**config.mk**
```make
export PLATFORM = sky130hd
export DESIGN_NAME = mem_req_arbiter_flat
export DESIGN_NICKNAME = d
export VERILOG_FILES = /design/src/rtl/mem_req_arbiter_if.sv /design/src/rtl/mem_req_arbiter.sv /design/src/flat_wrapper.sv
export SDC_FILE = /design/constraint.sdc
export NUM_CORES = 1
export LEC_CHECK = 0
export BUFFER_PORTS_ARGS = -buffer_cell sky130_fd_sc_hd__buf_2
export CORE_AREA = 5 5 121 123
export CTS_BUF_LIST = sky130_fd_sc_hd__clkbuf_4
export DETAILED_ROUTE_END_ITERATION = 8
export DIE_AREA = 0 0 126 128
export HOLD_SLACK_MARGIN = 0.02
export PLACE_DENSITY_LB_ADDON = 0.3
export SYNTH_ARGS = -nofsm -noshare
export SYNTH_HDL_FRONTEND = slang
export SYNTH_SLANG_ARGS = --single-unit
export TNS_END_PERCENT = 20
```
**constraint.sdc**
```tcl
create_clock -name clk -period 2.6 [get_ports clk]
set_input_delay 0.52 -clock clk [delete_from_list [all_inputs] [get_ports clk]]
set_output_delay 0.52 -clock clk [all_outputs]
set_load 0.005 [all_outputs]
```
**src/rtl/mem_req_arbiter_if.sv**
```systemverilog
// SRAM-like request/response channel: master issues commands, slave answers.
// Used for the fetch port, the data port and the shared memory bus.
interface mem_req_arbiter_if;
    logic        req;
    logic        wr;
    logic [1:0]  size;
    logic [3:0]  wstrb;
    logic [31:0] addr;
    logic [31:0] wdata;
    logic        addr_ok;
    logic        data_ok;
    logic [31:0] rdata;

    modport master (
        output req, wr, size, wstrb, addr, wdata,
        input  addr_ok, data_ok, rdata
    );

    modport slave (
        input  req, wr, size, wstrb, addr, wdata,
        output addr_ok, data_ok, rdata
    );
endinterface

```
**src/rtl/mem_req_arbiter.sv**
```systemverilog
// Fetch/data arbiter for one shared memory bus, one transaction in flight,
// data-first priority with a starvation bound for fetch and flush cancel.
module mem_req_arbiter #(
    parameter int STARVE_LIMIT = 4
) (
    input  logic             clk,
    input  logic             rst,
    input  logic             ex_en,
    mem_req_arbiter_if.slave  inst_if,
    mem_req_arbiter_if.slave  data_if,
    mem_req_arbiter_if.master bus_if
);
    localparam int SW = $clog2(STARVE_LIMIT + 1);
    localparam logic [SW-1:0] LIMIT = SW'(STARVE_LIMIT);

    typedef enum logic [1:0] {IDLE, ADDR, RESP} state_e;

    state_e        state_q, state_d;
    logic          owner_q, owner_d;
    logic          wr_q, wr_d;
    logic [1:0]    size_q, size_d;
    logic [3:0]    wstrb_q, wstrb_d;
    logic [31:0]   addr_q, addr_d;
    logic [31:0]   wdata_q, wdata_d;
    logic          cancel_q, cancel_d;
    logic [SW-1:0] streak_q, streak_d;
    logic          kill;
    logic          pick_data;

    always_ff @(posedge clk or posedge rst) begin
        if (rst) begin
            state_q  <= IDLE;
            owner_q  <= 1'b0;
            wr_q     <= 1'b0;
            size_q   <= 2'd0;
            wstrb_q  <= 4'd0;
            addr_q   <= 32'd0;
            wdata_q  <= 32'd0;
            cancel_q <= 1'b0;
            streak_q <= '0;
        end else begin
            state_q  <= state_d;
            owner_q  <= owner_d;
            wr_q     <= wr_d;
            size_q   <= size_d;
            wstrb_q  <= wstrb_d;
            addr_q   <= addr_d;
            wdata_q  <= wdata_d;
            cancel_q <= cancel_d;
            streak_q <= streak_d;
        end
    end

    always_comb begin
        state_d  = state_q;
        owner_d  = owner_q;
        wr_d     = wr_q;
        size_d   = size_q;
        wstrb_d  = wstrb_q;
        addr_d   = addr_q;
        wdata_d  = wdata_q;
        cancel_d = cancel_q;
        streak_d = streak_q;

        bus_if.req      = 1'b0;
        bus_if.wr       = 1'b0;
        bus_if.size     = 2'd0;
        bus_if.wstrb    = 4'd0;
        bus_if.addr     = 32'd0;
        bus_if.wdata    = 32'd0;
        inst_if.addr_ok = 1'b0;
        inst_if.data_ok = 1'b0;
        inst_if.rdata   = 32'd0;
        data_if.addr_ok = 1'b0;
        data_if.data_ok = 1'b0;
        data_if.rdata   = 32'd0;

        // a flush landing this very cycle must already hide the fetch result
        kill      = cancel_q | ex_en;
        pick_data = data_if.req && !(inst_if.req && streak_q == LIMIT);

        unique case (state_q)
            IDLE: begin
                cancel_d = 1'b0;
                if (pick_data) begin
                    state_d  = ADDR;
                    owner_d  = 1'b1;
                    wr_d     = data_if.wr;
                    size_d   = data_if.size;
                    wstrb_d  = data_if.wstrb;
                    addr_d   = data_if.addr;
                    wdata_d  = data_if.wdata;
                    if (!inst_if.req)
                        streak_d = '0;
                    else if (streak_q != LIMIT)
                        streak_d = streak_q + SW'(1);
                end else if (inst_if.req) begin
                    state_d  = ADDR;
                    owner_d  = 1'b0;
                    wr_d     = 1'b0;
                    size_d   = 2'd2;
                    wstrb_d  = 4'd0;
                    addr_d   = inst_if.addr;
                    wdata_d  = 32'd0;
                    streak_d = '0;
                end
            end
            ADDR: begin
                bus_if.req   = 1'b1;
                bus_if.wr    = wr_q;
                bus_if.size  = size_q;
                bus_if.wstrb = wstrb_q;
                bus_if.addr  = addr_q;
                bus_if.wdata = wdata_q;
                if (ex_en && !owner_q)
                    cancel_d = 1'b1;
                if (bus_if.addr_ok) begin
                    state_d = RESP;
                    if (owner_q)
                        data_if.addr_ok = 1'b1;
                    else
                        inst_if.addr_ok = !kill;
                end
            end
            RESP: begin
                if (ex_en && !owner_q)
                    cancel_d = 1'b1;
                if (bus_if.data_ok) begin
                    state_d  = IDLE;
                    cancel_d = 1'b0;
                    if (owner_q) begin
                        data_if.data_ok = 1'b1;
                        data_if.rdata   = bus_if.rdata;
                    end else if (!kill) begin
                        inst_if.data_ok = 1'b1;
                        inst_if.rdata   = bus_if.rdata;
                    end
                end
            end
            default: state_d = IDLE;
        endcase
    end
endmodule

```
**src/flat_wrapper.sv**
```systemverilog
// flat-port wrapper written by rule: the top's interface ports become plain ports
module mem_req_arbiter_flat 
#(
    parameter int STARVE_LIMIT = 4
)
  (clk, rst, ex_en, inst_if_req, inst_if_wr, inst_if_size, inst_if_wstrb, inst_if_addr, inst_if_wdata, inst_if_addr_ok, inst_if_data_ok, inst_if_rdata, data_if_req, data_if_wr, data_if_size, data_if_wstrb, data_if_addr, data_if_wdata, data_if_addr_ok, data_if_data_ok, data_if_rdata, bus_if_req, bus_if_wr, bus_if_size, bus_if_wstrb, bus_if_addr, bus_if_wdata, bus_if_addr_ok, bus_if_data_ok, bus_if_rdata);
  mem_req_arbiter_if inst_if_i ();
  mem_req_arbiter_if data_if_i ();
  mem_req_arbiter_if bus_if_i ();
  input  logic clk;
  input  logic rst;
  input  logic ex_en;
  input wire logic [$bits(inst_if_i.req)-1:0] inst_if_req;
  input wire logic [$bits(inst_if_i.wr)-1:0] inst_if_wr;
  input wire logic [$bits(inst_if_i.size)-1:0] inst_if_size;
  input wire logic [$bits(inst_if_i.wstrb)-1:0] inst_if_wstrb;
  input wire logic [$bits(inst_if_i.addr)-1:0] inst_if_addr;
  input wire logic [$bits(inst_if_i.wdata)-1:0] inst_if_wdata;
  output wire logic [$bits(inst_if_i.addr_ok)-1:0] inst_if_addr_ok;
  output wire logic [$bits(inst_if_i.data_ok)-1:0] inst_if_data_ok;
  output wire logic [$bits(inst_if_i.rdata)-1:0] inst_if_rdata;
  input wire logic [$bits(data_if_i.req)-1:0] data_if_req;
  input wire logic [$bits(data_if_i.wr)-1:0] data_if_wr;
  input wire logic [$bits(data_if_i.size)-1:0] data_if_size;
  input wire logic [$bits(data_if_i.wstrb)-1:0] data_if_wstrb;
  input wire logic [$bits(data_if_i.addr)-1:0] data_if_addr;
  input wire logic [$bits(data_if_i.wdata)-1:0] data_if_wdata;
  output wire logic [$bits(data_if_i.addr_ok)-1:0] data_if_addr_ok;
  output wire logic [$bits(data_if_i.data_ok)-1:0] data_if_data_ok;
  output wire logic [$bits(data_if_i.rdata)-1:0] data_if_rdata;
  output wire logic [$bits(bus_if_i.req)-1:0] bus_if_req;
  output wire logic [$bits(bus_if_i.wr)-1:0] bus_if_wr;
  output wire logic [$bits(bus_if_i.size)-1:0] bus_if_size;
  output wire logic [$bits(bus_if_i.wstrb)-1:0] bus_if_wstrb;
  output wire logic [$bits(bus_if_i.addr)-1:0] bus_if_addr;
  output wire logic [$bits(bus_if_i.wdata)-1:0] bus_if_wdata;
  input wire logic [$bits(bus_if_i.addr_ok)-1:0] bus_if_addr_ok;
  input wire logic [$bits(bus_if_i.data_ok)-1:0] bus_if_data_ok;
  input wire logic [$bits(bus_if_i.rdata)-1:0] bus_if_rdata;
  assign inst_if_i.req = inst_if_req;
  assign inst_if_i.wr = inst_if_wr;
  assign inst_if_i.size = inst_if_size;
  assign inst_if_i.wstrb = inst_if_wstrb;
  assign inst_if_i.addr = inst_if_addr;
  assign inst_if_i.wdata = inst_if_wdata;
  assign inst_if_addr_ok = inst_if_i.addr_ok;
  assign inst_if_data_ok = inst_if_i.data_ok;
  assign inst_if_rdata = inst_if_i.rdata;
  assign data_if_i.req = data_if_req;
  assign data_if_i.wr = data_if_wr;
  assign data_if_i.size = data_if_size;
  assign data_if_i.wstrb = data_if_wstrb;
  assign data_if_i.addr = data_if_addr;
  assign data_if_i.wdata = data_if_wdata;
  assign data_if_addr_ok = data_if_i.addr_ok;
  assign data_if_data_ok = data_if_i.data_ok;
  assign data_if_rdata = data_if_i.rdata;
  assign bus_if_req = bus_if_i.req;
  assign bus_if_wr = bus_if_i.wr;
  assign bus_if_size = bus_if_i.size;
  assign bus_if_wstrb = bus_if_i.wstrb;
  assign bus_if_addr = bus_if_i.addr;
  assign bus_if_wdata = bus_if_i.wdata;
  assign bus_if_i.addr_ok = bus_if_addr_ok;
  assign bus_if_i.data_ok = bus_if_data_ok;
  assign bus_if_i.rdata = bus_if_rdata;
  mem_req_arbiter #(.STARVE_LIMIT(STARVE_LIMIT)) u_core (.clk(clk), .rst(rst), .ex_en(ex_en), .inst_if(inst_if_i), .data_if(data_if_i), .bus_if(bus_if_i));
endmodule
```
---- Yosys cells after proc, flatten, opt, wreduce, memory -nomap -nowiden ----
Index checks and enable logic that the tools add are counted.
operators by class
  add/sub/neg operators ................... 1
  multiply operators ...................... 0
  div/mod/pow operators ................... 0
  $lt $le $gt $ge ......................... 0
  eq/ne operators ......................... 8
  shift operators ......................... 0
  multiplexer cells ....................... 48
  bitwise operators ....................... 1
  reduce and logical (&&, ||, !) cells .... 12
operators with widths
  cell                                                   number
  two-way mux 32 bit                                     13
  two-way mux 1 bit                                      19
  two-way mux 2 bit                                      7
  two-way mux 3 bit                                      4
  two-way mux 4 bit                                      3
  inequality test 3 bit, second input constant           2
  case mux 2 bit (3 select lines)                        1
  AND reduction 3 bit                                    2
  inequality test 2 bit, second input constant           2
  adder 3 x 1 -> 3 bit, second input constant            1
  == test 3 bit, second input constant                   1
  logical AND 1 bit                                      3
  zero test 1 bit                                        3
  inequality test 3 x 2 -> 1 bit, second input constant  1
  case mux 1 bit (3 select lines)                        1
  nonzero test 3 bit                                     1
  == test 2 x 1 -> 1 bit, second input constant          1
  == test 2 bit, second input constant                   1
  zero test 2 bit                                        1
  AND reduction 2 bit                                    1
  nonzero test 2 bit                                     1
  bitwise OR 1 bit                                       1
storage, ports and cells
  flip-flop bits (word level) ............. 78
  bits in latches ......................... 0
  RAM bits ................................ 0
  memory bits (read-only) ................. 0
  input port bits ......................... 181
  output and inout port bits .............. 140
  memories ................................ 0

---- Longest topological paths before layout ----
  word-level depth ........................ 6
  mapped depth ............................ 7
  gate-level depth less buffers ........... 5

---- Least setup slack after synthesis ----
No wires, ideal clock.
  path kind ............................... register to output
  start point ............................. register u_core.state_q[1]
  end point ............................... output bus_if_wr
  arrival ................................. 1,357 ps
  data required time ...................... 2,080 ps
  path slack .............................. 723 ps
  stages on the path, launching flop included .. 6
  path buffers ............................ 2
  cell sequence ........................... dfrtp_1 -> inv_1 -> ha_1 -> clkbuf_1 -> clkbuf_1 -> and2_1
on the way
  longest elaborated chain between the ends .. 2
ends and longest elaborated chain
  what                      RTL line               source
  start: declaration        mem_req_arbiter.sv:18  state_e state_q, state_d;
  start signal: assignment  mem_req_arbiter.sv:42  state_q <= state_d;
  == test 2 x 1 -> 1 bit    mem_req_arbiter.sv:82  unique case (state_q)
  two-way mux 1 bit         mem_req_arbiter.sv:82
  end: declaration          flat_wrapper.sv:32     output wire logic [$bits(bus_if_i.wr)-1:0] bus_if_wr;
No other way between the ends.

---- Final worst setup path ----
  start point ............................. register u_core.state_q[0]
  end point ............................... output inst_if_rdata[31]
on the way
  longest elaborated chain between the ends .. 2
ends and longest elaborated chain
  what                RTL line               source
  == test 2 bit       mem_req_arbiter.sv:82
  two-way mux 32 bit  mem_req_arbiter.sv:82
  end: declaration    flat_wrapper.sv:21     output wire logic [$bits(inst_if_i.rdata)-1:0] inst_if_rdata;
No other way between the ends.

==> results.txt <==
FP Rows = 43
Synth Register Bits = 78
core area = 13,600 um^2
Vias per Instance = 4.95
Met3 Wirelength = 1.01 mm
crit-path cells = inv_2 -> ha_4 -> nand2_1 -> nor4_4 -> buf_4 -> buf_6 -> and2_1 -> buf_2
metal2 WL = 8.06 mm
top cells by area, synth = dfrtp_1, and2_1, o211ai_2, a22o_1, nand2_1
critical path capture point = inst_if_rdata[31]
dpl hpwl = 11.4 mm
Period minus WS final = 2.47 ns
cell area after layout = 6300 um^2
Slowest-stage cell, CP = dfrtp_1
final std cells w/o fill = 920
Yosys top cell by area = dfrtp_1
setup TNS = 0 ns
routed len/inst = 16.7 um
most numerous cell in the Yosys netlist = and2_1
die extent in x = 126 um
FMAX = 406 MHz
kind of critical path = reg -> out
worst skew pair latency = 0.45 ns
vias in the first global route = 4,613
Worst-path clk slew = 0.15 ns
MaxCap Viol Count = 0
Mapped Cells = 471
VDD IR max = 0.000368 V
CP Launch Point = u_core.state_q[0]$_DFFE_PP0P_
Worst setup EP type = output pin
worst hold path type = in -> async
CP top delay family = buffers and inverters
Final setup viols = 0
Final ANT Viol Nets = 0
Syn-to-layout area delta = 38.0%
vias post-DR = 4,551
fill cell count = 1,337
gr ovfl total = 0
syn_area_per_cell = 9.69 um^2
RR Startpoint = u_core.state_q[0]$_DFFE_PP0P_
input/output buffers = 281
initial antenna violation count = 1
count of cell types in the netlist = 34
DR iter-0 viols = 160
Commonest cells post-synth = and2_1, dfrtp_1, nand2_1, a22o_1, nand4_1
DRC viols = 0
CP arrival = 1.95 ns
area of the multi-input gates = 2390 um^2
Worst-Margin Slew = 0.947 ns
syn nets = 659
ys flop type = dfrtp_1
Crit path buffers/inverters = 4
Critical Path Start Type = register
Crit path largest cell delay = 0.45 ns
Async SR Flop Fraction = 100%
final core utilization = 46.5%
Post-Syn Area = 4570 um^2
overall global routing resource usage = 18.5%
CP Data Required Time = 2.08 ns
PD cells = 898 nW/um^2
Post-synth EDFFs = 0
Final GP Congestion = 0.890
largest net degree at the start of global routing = 62
Yosys top cell area share = 42.8%
max layer used = met4
placed cell area = 6090 um^2
TritonCTS Buffers = 9
Reg area = 1950 um^2
CTS tree = done
final-report hold violation count = 0
sequential area share after synthesis = 42.8%
First-pass DRT Iterations = 4
Yosys warnings = 0
status = completed
Root Driver = clkbuf_4
layout cells sized above 1 = 48.2%
Die H = 128 um
clock sink count = 78
first-pass GRT wire length = 24.0 mm
Post-Route WL = 15.4 mm
R2R setup slack = 0.56 ns
skew final = 0.0117 ns
worst-case reg-to-reg path depth = 7
Die ar. = 16,100 um^2
Max-slew headroom = 36.9%
Tcrit/Tclk final = 94.8%
Cells after DPL = 898
nets = 922
CP Max Fanout = 9
Leakage = 3.47 nW
Ports = 321
H-Tree Depth = 3
# hold bufs at CTS = 0
Pwr Total = 0.00566 W
met1 WL = 5.94 mm
Initial Util = 33.7%
Final Max Slew Viols = 0
CP Depth = 8
r2r endpoint = u_core.addr_q[18]$_DFFE_PP0P_
clock tree buffer depth = 2
==> power by group <==
part	switching (W)	internal, W	total (W)	leakage (nW)
Clock	0.000501	0.000220	0.000720	0.0710
Combinational	0.00152	0.00137	0.00289	2.43
Sequential	0.000300	0.00175	0.00206	0.976
Total	0.00232	0.00334	0.00566	3.47
==> stage by stage <==
step / hold slack, ns / worst slack (ns)
6_report: 0.117 / 0.134
5_1_grt: 0.119 / -0.00942
4_1_cts: 0.0932 / 0.0137
3_5_place_dp: 0.461 / 0.473
3_3_place_gp: 0.464 / 0.568
2_1_floorplan: 0.448 / 0.0850
==> layout make-up <==
type	count	share of cell area [%]
diodes	1	0.0397
clock buffers	9	1.07
multi-input cells	341	37.9
inverters	7	0.437
well taps	180	3.57
repair buffers	297	25.0
flip-flops and latches	78	31.0
clock inverters	7	1.03
==> flip-flops by register name, indices dropped and copies added (netlist names) <==
| name | cells |
|---|---|
| u_core.addr_q | 32 |
| u_core.wdata_q | 32 |
| u_core.wstrb_q | 4 |
| u_core.streak_q | 3 |
| u_core.size_q | 2 |
| u_core.state_q | 2 |
| u_core.cancel_q | 1 |
| u_core.owner_q | 1 |
| u_core.wr_q | 1 |
==> cell families (layout without fill, tap and decap cells) <==
family          count (synthesis)  count (layout)  synth area share, %
mux                             1               1                0.247
fa+ha+maj                       7               7                 1.92
simple gates                  250             250                 30.9
other cells                     0               1                    0
compound gates                 83              83                 18.3
flops                          78              78                 42.8
buf+inv                        52             320                 5.92
==> cells in the final DEF, fill, tap and decap left out, drive strengths merged, types with 3 or more instances in the layout <==
| cell | count |
|---|---|
| clkinv | 3 |
| buf | 297 |
| nand4 | 33 |
| o211ai | 32 |
| a22o | 38 |
| nand2 | 70 |
| inv | 10 |
| ha | 7 |
| clkbuf | 9 |
| dfrtp | 78 |
| and2 | 136 |
| and3 | 3 |
==> timing repair <==
action                                  CTS  global route
setup buffers                             0             3
gates cloned                              0             2
resized for setup                         1            11
endpoints found under the setup margin   21           113
hold endpoints to repair                  0             0
==> per-layer routing <==
metal	vias to the layer above	global-route usage, %
met3	25	4.04
met5	-	0
met2	191	33.0
met4	0	7.82
met1	2180	21.4
li1	2155	-
==> how the worst min path moves through the flow <==
| stage | slack, ns | depth (start not counted) | to | from |
|---|---|---|---|---|
| 2_1_floorplan | 0.45 | 2 | u_core.addr_q[15]$_DFFE_PP0P_ | u_core.addr_q[15]$_DFFE_PP0P_ |
| 3_3_place_gp | 0.46 | 2 | u_core.addr_q[21]$_DFFE_PP0P_ | u_core.addr_q[21]$_DFFE_PP0P_ |
| 3_5_place_dp | 0.46 | 2 | u_core.addr_q[29]$_DFFE_PP0P_ | u_core.addr_q[29]$_DFFE_PP0P_ |
| 4_1_cts | 0.09 | 2 | u_core.wdata_q[31]$_DFFE_PP0P_ | rst |
| 5_1_grt | 0.12 | 2 | u_core.wdata_q[31]$_DFFE_PP0P_ | rst |
| 6_report | 0.12 | 2 | u_core.wdata_q[31]$_DFFE_PP0P_ | rst |
Note: power is estimated with default switching activity, not from simulation.
